<file path="config.mk">
export PLATFORM = sky130hd
export DESIGN_NAME = sat_counter
export DESIGN_NICKNAME = d
export VERILOG_FILES = /design/src/rtl/count_seq_checker_sat_counter.sv
export SDC_FILE = /design/constraint.sdc
export NUM_CORES = 1
export LEC_CHECK = 0
export CORE_AREA = 2 2 39 41
export CTS_CLUSTER_SIZE = 24
export DETAILED_ROUTE_END_ITERATION = 10
export DIE_AREA = 0 0 41 43
export SLEW_MARGIN = 20
export SYNTH_ARGS = -nofsm -noshare
export SYNTH_HDL_FRONTEND = slang
export SYNTH_SLANG_ARGS = --single-unit
</file>
<file path="constraint.sdc">
create_clock -name clk -period 2.9 [get_ports clk]
set_clock_uncertainty 0.1 [all_clocks]
set_input_delay 0.435 -clock clk [delete_from_list [all_inputs] [get_ports clk]]
set_output_delay 0.435 -clock clk [all_outputs]
set_load 0.05 [all_outputs]
</file>
<file path="src/rtl/count_seq_checker_sat_counter.sv">
// Saturating event counter with synchronous clear; a clear that coincides
// with an increment leaves the count at one.
module sat_counter #(
  parameter int W = 8
) (
  input  logic         clk,
  input  logic         rst_n,
  input  logic         clr_i,
  input  logic         inc_i,
  output logic [W-1:0] cnt_o
);

  logic [W-1:0] r_cnt;

  always_ff @(posedge clk) begin
    if (!rst_n) begin
      r_cnt <= '0;
    end else if (clr_i) begin
      r_cnt <= inc_i ? W'(1) : '0;
    end else if (inc_i && (r_cnt != {W{1'b1}})) begin
      r_cnt <= r_cnt + 1'b1;
    end
  end

  assign cnt_o = r_cnt;

endmodule

</file>
* Yosys cells after proc, flatten, opt, wreduce, memory -nomap -nowiden
Index checks and enable logic that the tools add are counted.
** Storage, ports and cells
- Bits in registers :: 8
- Bits in latches :: 0
- RAM bits :: 0
- Bits in read-only memories :: 0
- Bits of input ports :: 4
- Output and inout port bits :: 8
- Word-level logic and storage cells :: 8
- Memories kept :: 0
** Operators by class
- Add/sub/neg operators :: 1
- $mul :: 0
- Div/mod/pow operators :: 0
- Order comparisons :: 0
- Eq/ne operators :: 1
- Shifts and indexed selects :: 0
- Multiplexer cells :: 3
- Bitwise gates (word level) :: 0
- Reduce and logical (&&, ||, !) cells :: 2
** Operators with widths (number)
- 8-bit two-way mux :: 2
- 8-bit by 1-bit adder with 8-bit output (second input constant) :: 1
- 8-bit != test (second input constant) :: 1
- 2-bit nonzero test :: 1
- 1-bit logical AND :: 1
- 1-bit two-way mux :: 1

* Logic depth before layout (Yosys ltp)
- Depth after elaboration :: 4
- Gate-level depth with buffers :: 4
- Mapped depth without buffers :: 4

* Least setup slack after synthesis
No wires, ideal clock.
- Path kind :: register to register
- Start point :: reg r_cnt[0], in the netlist cnt_o[0]
- End point :: reg r_cnt[0], in the netlist cnt_o[0]
- Setup time :: 120 ps
- Arrival time :: 1690 ps
- Required time :: 2680 ps
- Slack :: 990 ps
- Cell stages (with the launch flop) :: 5
- Path buffers :: 0
- Period minus slack after synthesis :: 1910 ps
- Path through :: dfxtp_1 -> ha_1 -> nand4_1 -> o31a_1 -> o31a_1
** Between the ends
- Word-level cells in the longest chain between the ends :: 3
- Elaborated cells between the ends (all ways) :: 6
- Classes of those cells :: 1 x add/sub; 1 x eq/ne; 2 x mux; 2 x reduce/logical
** Ends and longest elaborated chain
- start: declaration :: line 13 : logic [W-1:0] r_cnt;
- start signal: assignment :: line 19 : r_cnt <= inc_i ? W'(1) : '0;
- start signal: assignment :: line 21 : r_cnt <= r_cnt + 1'b1;
- 8-bit by 1-bit adder with 8-bit output or 8-bit != test (tied branches) :: line 21, 20
- 8-bit two-way mux or 1-bit logical AND (tied branches) :: line 20 : end else if (inc_i && (r_cnt != {W{1'b1}})) begin
- 8-bit two-way mux or 2-bit nonzero test (tied branches)
Parallel ways exist; a longest one is shown, timed or not. The select of a mux whose other input is x is not followed.
A chain may end at the register's enable or synchronous reset.

* Worst setup path after layout
- Start point :: reg r_cnt[4], in the netlist cnt_o[4]
- End point :: out cnt_o[4]
** RTL lines
- end: declaration :: line 10 : output logic [W-1:0] cnt_o
No word-level cell between the ends.

==> flow_summary.json <==
{
  "die_y_um": 43,
  "cts_buffers": 3,
  "cts_hold_buffers": 0,
  "yosysTopAreaCell": "dfxtp_1",
  "fin_nets": 70,
  "viasPerCell": 5.468,
  "cp.arrival_ps": 1560,
  "powerDensity_nw_per_um2": 395.4,
  "critical_path_class": "reg -> out",
  "synth_area_leaders": "dfxtp_1 38%, mux2i_1 4.7%, o21ai_0 4.7%",
  "cp_slowest_cell": "clkdlybuf4s50_1",
  "tns_ps": 0,
  "port_buffers": 11,
  "synth_edf_count": 0,
  "htreeDepth": 1,
  "ys_ff_latch": 8,
  "num_rows": 14,
  "drtAntennaViolNets": 0,
  "synth-main-ff-cell": "dfxtp_1",
  "synth-async-reset-ratio_pct": 0,
  "synth_most_common_cell": "dfxtp_1",
  "hold_viol_final": 0,
  "tightest_slew_ps": 490.2,
  "grt_max_degree": 8,
  "yosysTopAreaCellShare_pct": 37.54,
  "finalSetupViolCount": 0,
  "rsz0062_at_grt": "no",
  "die_w_um": 41,
  "largest_reg_flops": 8,
  "grt_antenna_before_repair": 0,
  "yosysWarnings": 0,
  "diodes": 0,
  "post_cts_buffers": 0,
  "finalMaxSlewViolations": 0,
  "clk_latency_ps": 260,
  "maxCapViolCount": 0,
  "dp_hpwl_um": 750.6,
  "design.portCount": 12,
  "relSlewSlack_pct": 67.22,
  "wire_per_inst_um": 12.89,
  "synth.distinct_cells": 25,
  "initial_utilization_pct": 30.83,
  "grt_usage_pct": 15.51,
  "cts.sinks": 8,
  "ir_worst_vdd_v": 0.0002111,
  "syn-mean-instance-area_um2": 8.707,
  "timing.critical_path.buf_inv": 1,
  "globalRoute.totalOverflow": 0,
  "vias": 432,
  "ys_top_cells_by_count": "8 x dfxtp_1, 4 x inv_1, 4 x nand2_1, 4 x o21ai_0, 3 x nor4_1",
  "grt_pass1_vias": 431,
  "core-area_um2": 1384,
  "power.leakage_nw": 0.1831,
  "cts_root_buf": "clkbuf_4",
  "hp-class": "reg -> reg",
  "critPathRequiredTime_ps": 2370,
  "grt_pass1_wl_um": 1745,
  "cp-end-kind": "output port",
  "cts_resized": 0,
  "cpLargestDelayFamily": "buffers and inverters",
  "first_pass_iters": 4,
  "layout-drive-gt1-share_pct": 7.937,
  "fp.dieArea_um2": 1763,
  "ys_seq_area_share_pct": 37.54,
  "cp_max_fo": 7,
  "clkTransAtPathRegs_ps": 60,
  "syn_inst": 49,
  "tritoncts": "built",
  "holdWs_ps": 420.7,
  "syn-num-nets": 54,
  "fmax_mhz": 477.2,
  "syn_to_final_growth_pct": 35.78,
  "final.min_clock_period_ps": 2095,
  "cp-start-kind": "flip-flop",
  "clk_path_buf_depth": 2,
  "synthesis.area_um2": 426.7,
  "timing.final.crit_share_pct": 72.25,
  "place.gp.congestion": 0.7241,
  "finalWirelength_um": 1018,
  "route.detailed.drc": 0,
  "outcome": "complete, no violations",
  "path_cells": "clkdlybuf4s50_1",
  "cpPeakStageDelay_ps": 850,
  "drt_iter0_markers": 8
}
==> worst paths after layout <==
path | start | end | slack (ps) | depth (start not counted)
hold reg to reg | cnt_o[7] | cnt_o[7] | 420 | 2
setup / recovery | cnt_o[4] | cnt_o[4] | 800 | 1
setup reg to reg | cnt_o[0] | cnt_o[0] | 1260 | 4
hold / removal | cnt_o[7] | cnt_o[7] | 420 | 2
==> cell usage in the layout, fill, tap and decap left out, types with 2 or more instances in the layout <==
cell type | netlist | final
clkdlybuf4s50_1 | 0 | 11
dfxtp_1 | 8 | 8
nand2_1 | 4 | 4
inv_1 | 4 | 4
o21ai_0 | 4 | 4
nor4_1 | 3 | 3
clkbuf_4 | 0 | 3
nand2b_1 | 2 | 2
nand3_1 | 2 | 2
nor2b_1 | 2 | 2
mux2i_1 | 2 | 2
o31a_1 | 2 | 2
nor3b_1 | 2 | 2
==> logic make-up after synthesis <==
kind of cell	after synthesis	share of synthesized area, %
AO/OA/AOI/OAI	14	23.17
AND/OR/NAND/NOR	20	28.15
multiplexers	2	4.692
flip-flops	8	37.54
adder cells (fa/ha/maj)	1	2.932
buffers and inverters	4	3.518
==> through the flow <==
step / util (%) / setup slack [ps] / total power [mW] / instances / cell area, um2
after CTS: 41.86 / 804.1 / 0.2344 / 79 / 579.3
after global routing: 41.86 / 744.1 / 0.2393 / 79 / 579.3
after detailed placement: 40.24 / 964.1 / 0.1405 / 76 / 556.8
final: 41.86 / 804.6 / 0.2291 / 79 / 579.3
after floorplan: - / 990.0 / 0.1297 / 49 / 426.7
after global placement: 40.24 / 1005 / 0.1405 / 76 / 556.8
==> area by class of cell <==
type	instances	area [um2]
Clock buffer	3	22.52
Multi-Input combinational cell	37	251.5
Inverter	4	15.01
Sequential cell	8	160.2
Tap cell	16	20.02
Timing Repair Buffer	11	110.1
Fill cell	155	804.5
==> worst reg2reg max path: cells and delay by family (launching register included) <==
| family | cells | cell delay (ps) |
|---|---|---|
| fa+ha+maj | 1 | 290 |
| compound gates | 2 | 560 |
| simple gates | 1 | 170 |
| flops | 1 | 420 |
==> power breakdown <==
part / internal (mW) / switching, mW
Sequential: 0.111 / 0.00225
Clock: 0.0477 / 0.0434
Combinational: 0.0109 / 0.0134
==> routing by layer <==
layer | GRT usage (%) | up-vias | part of all wire, %
li1 | - | 218 | -
met5 | 0 | - | 0
met1 | 17.53 | 196 | 48
met3 | 7.853 | 2 | 6.0
met4 | 10.00 | 0 | 1.1
met2 | 21.88 | 16 | 45
No activity file was read; power rests on OpenSTA's default activity.
